**src/rtl/cae_layer_sched.sv**
```systemverilog
// Inference-pass sequencer for the CAE core: steps 3x3 conv windows over the feature map,
// then issues the FC line operations, with a completion watchdog and host start/done handshake.
module cae_layer_sched #(
    parameter int IMG_W    = 8,
    parameter int IMG_H    = 8,
    parameter int FC_LINES = 4,
    parameter int CNT_W    = 8,
    parameter int TMO_CYC  = 1024
) (
    input  logic             clk_i,
    input  logic             rst,
    input  logic             start,
    input  logic             abort,
    input  logic             conv_comp,
    input  logic             fc_line_done,
    input  logic             fc_done,
    output logic             cae_enable,
    output logic             cae_layer,
    output logic [CNT_W-1:0] win_row,
    output logic [CNT_W-1:0] win_col,
    output logic             win_load,
    output logic             busy,
    output logic             done,
    output logic             err
);

    localparam int WD_W = $clog2(TMO_CYC + 1);
    localparam logic [CNT_W-1:0] COL_LAST  = CNT_W'(IMG_W - 3);
    localparam logic [CNT_W-1:0] ROW_LAST  = CNT_W'(IMG_H - 3);
    localparam logic [CNT_W-1:0] LINE_LAST = CNT_W'(FC_LINES - 1);
    localparam logic [WD_W-1:0]  WD_LAST   = WD_W'(TMO_CYC - 1);

    typedef enum logic [2:0] {
        S_IDLE,
        S_C_LOAD,
        S_C_RUN,
        S_F_LOAD,
        S_F_RUN,
        S_F_FIN,
        S_DONE,
        S_ERR
    } state_t;

    state_t           state_reg, state_next;
    logic [CNT_W-1:0] row_reg, row_next;
    logic [CNT_W-1:0] col_reg, col_next;
    logic [WD_W-1:0]  wdog_reg, wdog_next;
    logic             err_reg, err_next;

    logic enable_reg, enable_next;
    logic layer_reg, layer_next;
    logic load_reg, load_next;
    logic busy_reg, busy_next;
    logic done_reg, done_next;

    logic wd_expired;
    assign wd_expired = (wdog_reg == WD_LAST);

    always_ff @(posedge clk_i or negedge rst) begin
        if (!rst) begin
            state_reg  <= S_IDLE;
            row_reg    <= '0;
            col_reg    <= '0;
            wdog_reg   <= '0;
            err_reg    <= 1'b0;
            enable_reg <= 1'b0;
            layer_reg  <= 1'b0;
            load_reg   <= 1'b0;
            busy_reg   <= 1'b0;
            done_reg   <= 1'b0;
        end else begin
            state_reg  <= state_next;
            row_reg    <= row_next;
            col_reg    <= col_next;
            wdog_reg   <= wdog_next;
            err_reg    <= err_next;
            enable_reg <= enable_next;
            layer_reg  <= layer_next;
            load_reg   <= load_next;
            busy_reg   <= busy_next;
            done_reg   <= done_next;
        end
    end

    always_comb begin
        state_next = state_reg;
        row_next   = row_reg;
        col_next   = col_reg;
        wdog_next  = wdog_reg;
        err_next   = err_reg;

        if (abort) begin
            state_next = S_IDLE;
            row_next   = '0;
            col_next   = '0;
            wdog_next  = '0;
        end else begin
            case (state_reg)
                S_IDLE, S_ERR: begin
                    if (start) begin
                        state_next = S_C_LOAD;
                        row_next   = '0;
                        col_next   = '0;
                        wdog_next  = '0;
                        err_next   = 1'b0;
                    end
                end
                S_C_LOAD: begin
                    state_next = S_C_RUN;
                    wdog_next  = '0;
                end
                S_C_RUN: begin
                    if (conv_comp) begin
                        wdog_next = '0;
                        if (col_reg == COL_LAST) begin
                            col_next = '0;
                            if (row_reg == ROW_LAST) begin
                                // Last window: the row counter becomes the FC line index.
                                row_next   = '0;
                                state_next = S_F_LOAD;
                            end else begin
                                row_next   = row_reg + 1'b1;
                                state_next = S_C_LOAD;
                            end
                        end else begin
                            col_next   = col_reg + 1'b1;
                            state_next = S_C_LOAD;
                        end
                    end else if (wd_expired) begin
                        state_next = S_ERR;
                    end else begin
                        wdog_next = wdog_reg + 1'b1;
                    end
                end
                S_F_LOAD: begin
                    state_next = S_F_RUN;
                    wdog_next  = '0;
                end
                S_F_RUN: begin
                    if (fc_line_done) begin
                        wdog_next = '0;
                        if (row_reg == LINE_LAST) begin
                            // fc_done may coincide with the final line; skip the wait in that case.
                            state_next = fc_done ? S_DONE : S_F_FIN;
                        end else begin
                            row_next   = row_reg + 1'b1;
                            state_next = S_F_LOAD;
                        end
                    end else if (wd_expired) begin
                        state_next = S_ERR;
                    end else begin
                        wdog_next = wdog_reg + 1'b1;
                    end
                end
                S_F_FIN: begin
                    if (fc_done) begin
                        wdog_next  = '0;
                        state_next = S_DONE;
                    end else if (wd_expired) begin
                        state_next = S_ERR;
                    end else begin
                        wdog_next = wdog_reg + 1'b1;
                    end
                end
                S_DONE: begin
                    state_next = S_IDLE;
                end
                default: begin
                    state_next = S_IDLE;
                end
            endcase

            if (state_next == S_ERR && state_reg != S_ERR) begin
                err_next  = 1'b1;
                wdog_next = '0;
                row_next  = '0;
                col_next  = '0;
            end
            if (state_next == S_DONE) begin
                row_next = '0;
                col_next = '0;
            end
        end
    end

    // Flag outputs are decoded from the next state so they leave a register, glitch-free.
    always_comb begin
        enable_next = 1'b0;
        layer_next  = 1'b0;
        load_next   = 1'b0;
        busy_next   = 1'b0;
        done_next   = 1'b0;
        case (state_next)
            S_C_LOAD: begin
                load_next = 1'b1;
                busy_next = 1'b1;
            end
            S_C_RUN: begin
                enable_next = 1'b1;
                busy_next   = 1'b1;
            end
            S_F_LOAD: begin
                load_next  = 1'b1;
                layer_next = 1'b1;
                busy_next  = 1'b1;
            end
            S_F_RUN, S_F_FIN: begin
                enable_next = 1'b1;
                layer_next  = 1'b1;
                busy_next   = 1'b1;
            end
            S_DONE: begin
                done_next = 1'b1;
            end
            default: begin
                busy_next = 1'b0;
            end
        endcase
    end

    assign cae_enable = enable_reg;
    assign cae_layer  = layer_reg;
    assign win_load   = load_reg;
    assign busy       = busy_reg;
    assign done       = done_reg;
    assign err        = err_reg;
    assign win_row    = row_reg;
    assign win_col    = col_reg;

endmodule

```
**config.mk**
```make
export PLATFORM = sky130hd
export DESIGN_NAME = cae_layer_sched
export DESIGN_NICKNAME = d
export VERILOG_FILES = /design/src/rtl/cae_layer_sched.sv
export SDC_FILE = /design/constraint.sdc
export NUM_CORES = 1
export LEC_CHECK = 0
export ABC_AREA = 1
export CORE_MARGIN = 2
export CORE_UTILIZATION = 55
export DETAILED_ROUTE_END_ITERATION = 8
export GPL_ROUTABILITY_DRIVEN = 0
export PLACE_DENSITY_LB_ADDON = 0.05
export SYNTH_ARGS = -nofsm -noshare
export SYNTH_HDL_FRONTEND = slang
export SYNTH_SLANG_ARGS = --single-unit
```
**constraint.sdc**
```tcl
create_clock -name clk_i -period 2.7 [get_ports clk_i]
set_input_delay 0.54 -clock clk_i [delete_from_list [all_inputs] [get_ports clk_i]]
set_output_delay 0.54 -clock clk_i [all_outputs]
set_load 0.005 [all_outputs]
```
==> out/metrics.yaml <==
synth_top_area_share_pct: 38.36
power.leakage_nw: 1.326
dieArea_mm2: 0.004809
drt-total-wl_mm: 5.024
largest_reg_flops: 11
synth_area_per_cell_um2: 7.385
required_ps: 2880
hp-class: "primary input to async pin"
cp_max_fo: 9
die_width_um: 69.35
synth_edf_count: 0
clk_transition_reported_paths_ps: 70
ys_types: 35
cts_tree: "yes"
rows: 23
synth_adder_area_share_pct: 2.664
synthesis.area_mm2: 0.002349
area_growth_pct: 18.27
synth_seq_area_share_pct: 38.36
place_hpwl_mm: 3.631
syn_inst: 318
startpoint_type: "flip-flop"
dieHeight_um: 69.35
insertion_delay_ps: 290
rsz0062_at_grt: "no"
top_layer: "met4"
synth_compound_area_share_pct: 5.860
cts_setup_buffers: 0
grt_pass1_vias: 2045
start_util_pct: 57.88
max_stage_delay_ps: 390
drt_iter0_markers: 150
grt_usage_pct: 22.71
critical_path_buf_inv_count: 0
drive_gt1_share_pct: 9.322
met3WireLength_um: 206
ctsLongestPathBuffers: 2
numCtsBuffers: 5
layout_min_cycle_time_ps: 2374
synth_ff_type: "dfrtp_1"
ctsHoldBuffers: 0
yosys.area_share.simple_pct: 41.13
synth_top_family_by_area: "simple AND/OR/NAND/NOR gates"
synthXorXnorAreaFrac_pct: 4.475
yosys.area.top_type: "dfrtp_1"
layout_commonest_cell: "nand2_1"
synth.area.mux_share_pct: 0.8524
cts.sinks: 36
wl_met2_mm: 2.376
port_buffers: 28
synth_nets: 330
coreArea_mm2: 0.004058
crit_arrival_ps: 2550
diodes: 0
drt_first_pass_iters: 4
yosys_warnings: 0
via_count: 2119
mostFrequentLayoutCells: "nand2_1 (88), nor2_1 (44), dfrtp_1 (36)"
antenna_left: 0
wirelength_met1_mm: 2.357
final_core_util_pct: 68.46
grt_max_degree: 37
cts_resized: 0
drc_errors: 0
htreeDepth: 2
ios: 29
path_class: "flip-flop to flip-flop"
maxCapViolCount: 0
crit_chain: "ha_1, nand2_1, nor2_1, nand3_1, nand3_1, nand3_1, nand3_1, nand3_2, nand4_2, nand3_4, nand2_1, nand2_1"
cts-root-buf: "clkbuf_8"
outcome: "finished, final reports clean"
worst_slew_pin_slew_ps: 814.1
async_reset_ff_share_pct: 100.0
ir_worst_vdd_mv: 0.5536
synth.area.top_cells: "dfrtp_1 (38%), nand2_1 (14%), nor2_1 (7.0%), nand3_1 (6.6%), inv_1 (5.1%)"
grt_pass1_wl_mm: 8.983
skew_ps: 7.705
fin_crit_sh_pct: 87.91
fmax_mhz: 421.3
grt_overflow: 0
fin_setup_tns_ps: 0
ys_seq_elements: 36
antenna_found_initial: 0
slew_headroom_pct: 45.73
slew_violations: 0
viasPerCell: 5.245
detail_route.wl_per_cell_um: 12.44
finalSetupViolCount: 0
cpMaxStageDelayCell: "dfrtp_1"
nets: 368
crit_top_cell: "nand3_1"
worstSetupEndpointType: "flip-flop"
critPathTopFamily: "simple AND/OR/NAND/NOR gates"
power_density_mw_per_mm2: 650.6
finalHoldViolCount: 0
## area by class of cell
class	count	area, um^2
Inverter	38	156.4
Timing Repair Buffer	31	297.8
Tap cell	50	62.56
Clock buffer	5	68.82
Multi-Input combinational cell	244	1291
Sequential cell	36	900.9
Fill cell	362	1280
## stage by stage
step	std cells	cell area, um^2	total power [mW]	setup slack, ps	hold slack, ps
floorplan	318	2349	1.219	693.2	244.4
global placement	399	2709	1.459	267.1	528.2
detailed placement	399	2709	1.464	227.3	503.7
CTS	404	2778	1.816	289.1	375.0
global route	404	2778	1.934	59.74	423.0
finish	404	2778	1.807	326.3	339.9
## where the power goes
part           internal [mW]  switching, mW  total [mW]  leakage [nW]
combinational          0.286          0.515       0.801         0.793
sequential             0.601         0.0580       0.659         0.497
clock                  0.166          0.181       0.347        0.0359
## kinds of logic after synthesis
group,Yosys count
buffers and inverters,38
muxes,2
AOI/OAI and AO/OA,23
xor gates and xnor gates,12
DFF,36
and+or+nand+nor,202
adders and majority gates,5
## Yosys cell counts (2+ instances only)
master / count
nor3_1: 14
nand3_4: 3
nand2_4: 2
nand2_1: 88
nand3_1: 31
inv_2: 4
dfrtp_1: 36
a21oi_1: 4
nor2_4: 2
xor2_1: 9
o21ai_0: 10
o31ai_1: 2
nand3_2: 4
xnor2_1: 3
nand4_1: 5
nor2_1: 44
inv_1: 32
mux2i_1: 2
nor2_2: 2
a21oi_2: 2
ha_1: 5
## metal layers
layer / up-vias / global-route usage, %
met5: - / 0
met4: 0 / 7.843
met3: 7 / 3.634
met2: 36 / 37.71
met1: 969 / 30.15
li1: 1107 / -
## path summary, 6_finish.rpt
path	slack, ps	to	from	cells after the start
min in group clk_i	530	err	err	2
setup reg to reg	330	win_row[2]	wdog_reg[0]	12
hold reg to reg	530	err	err	2
max in group asynchronous	1850	done	rst	1
hold / removal	340	wdog_reg[8]	rst	1
setup / recovery	330	win_row[2]	wdog_reg[0]	12
No activity file was read; power rests on OpenSTA's default activity.
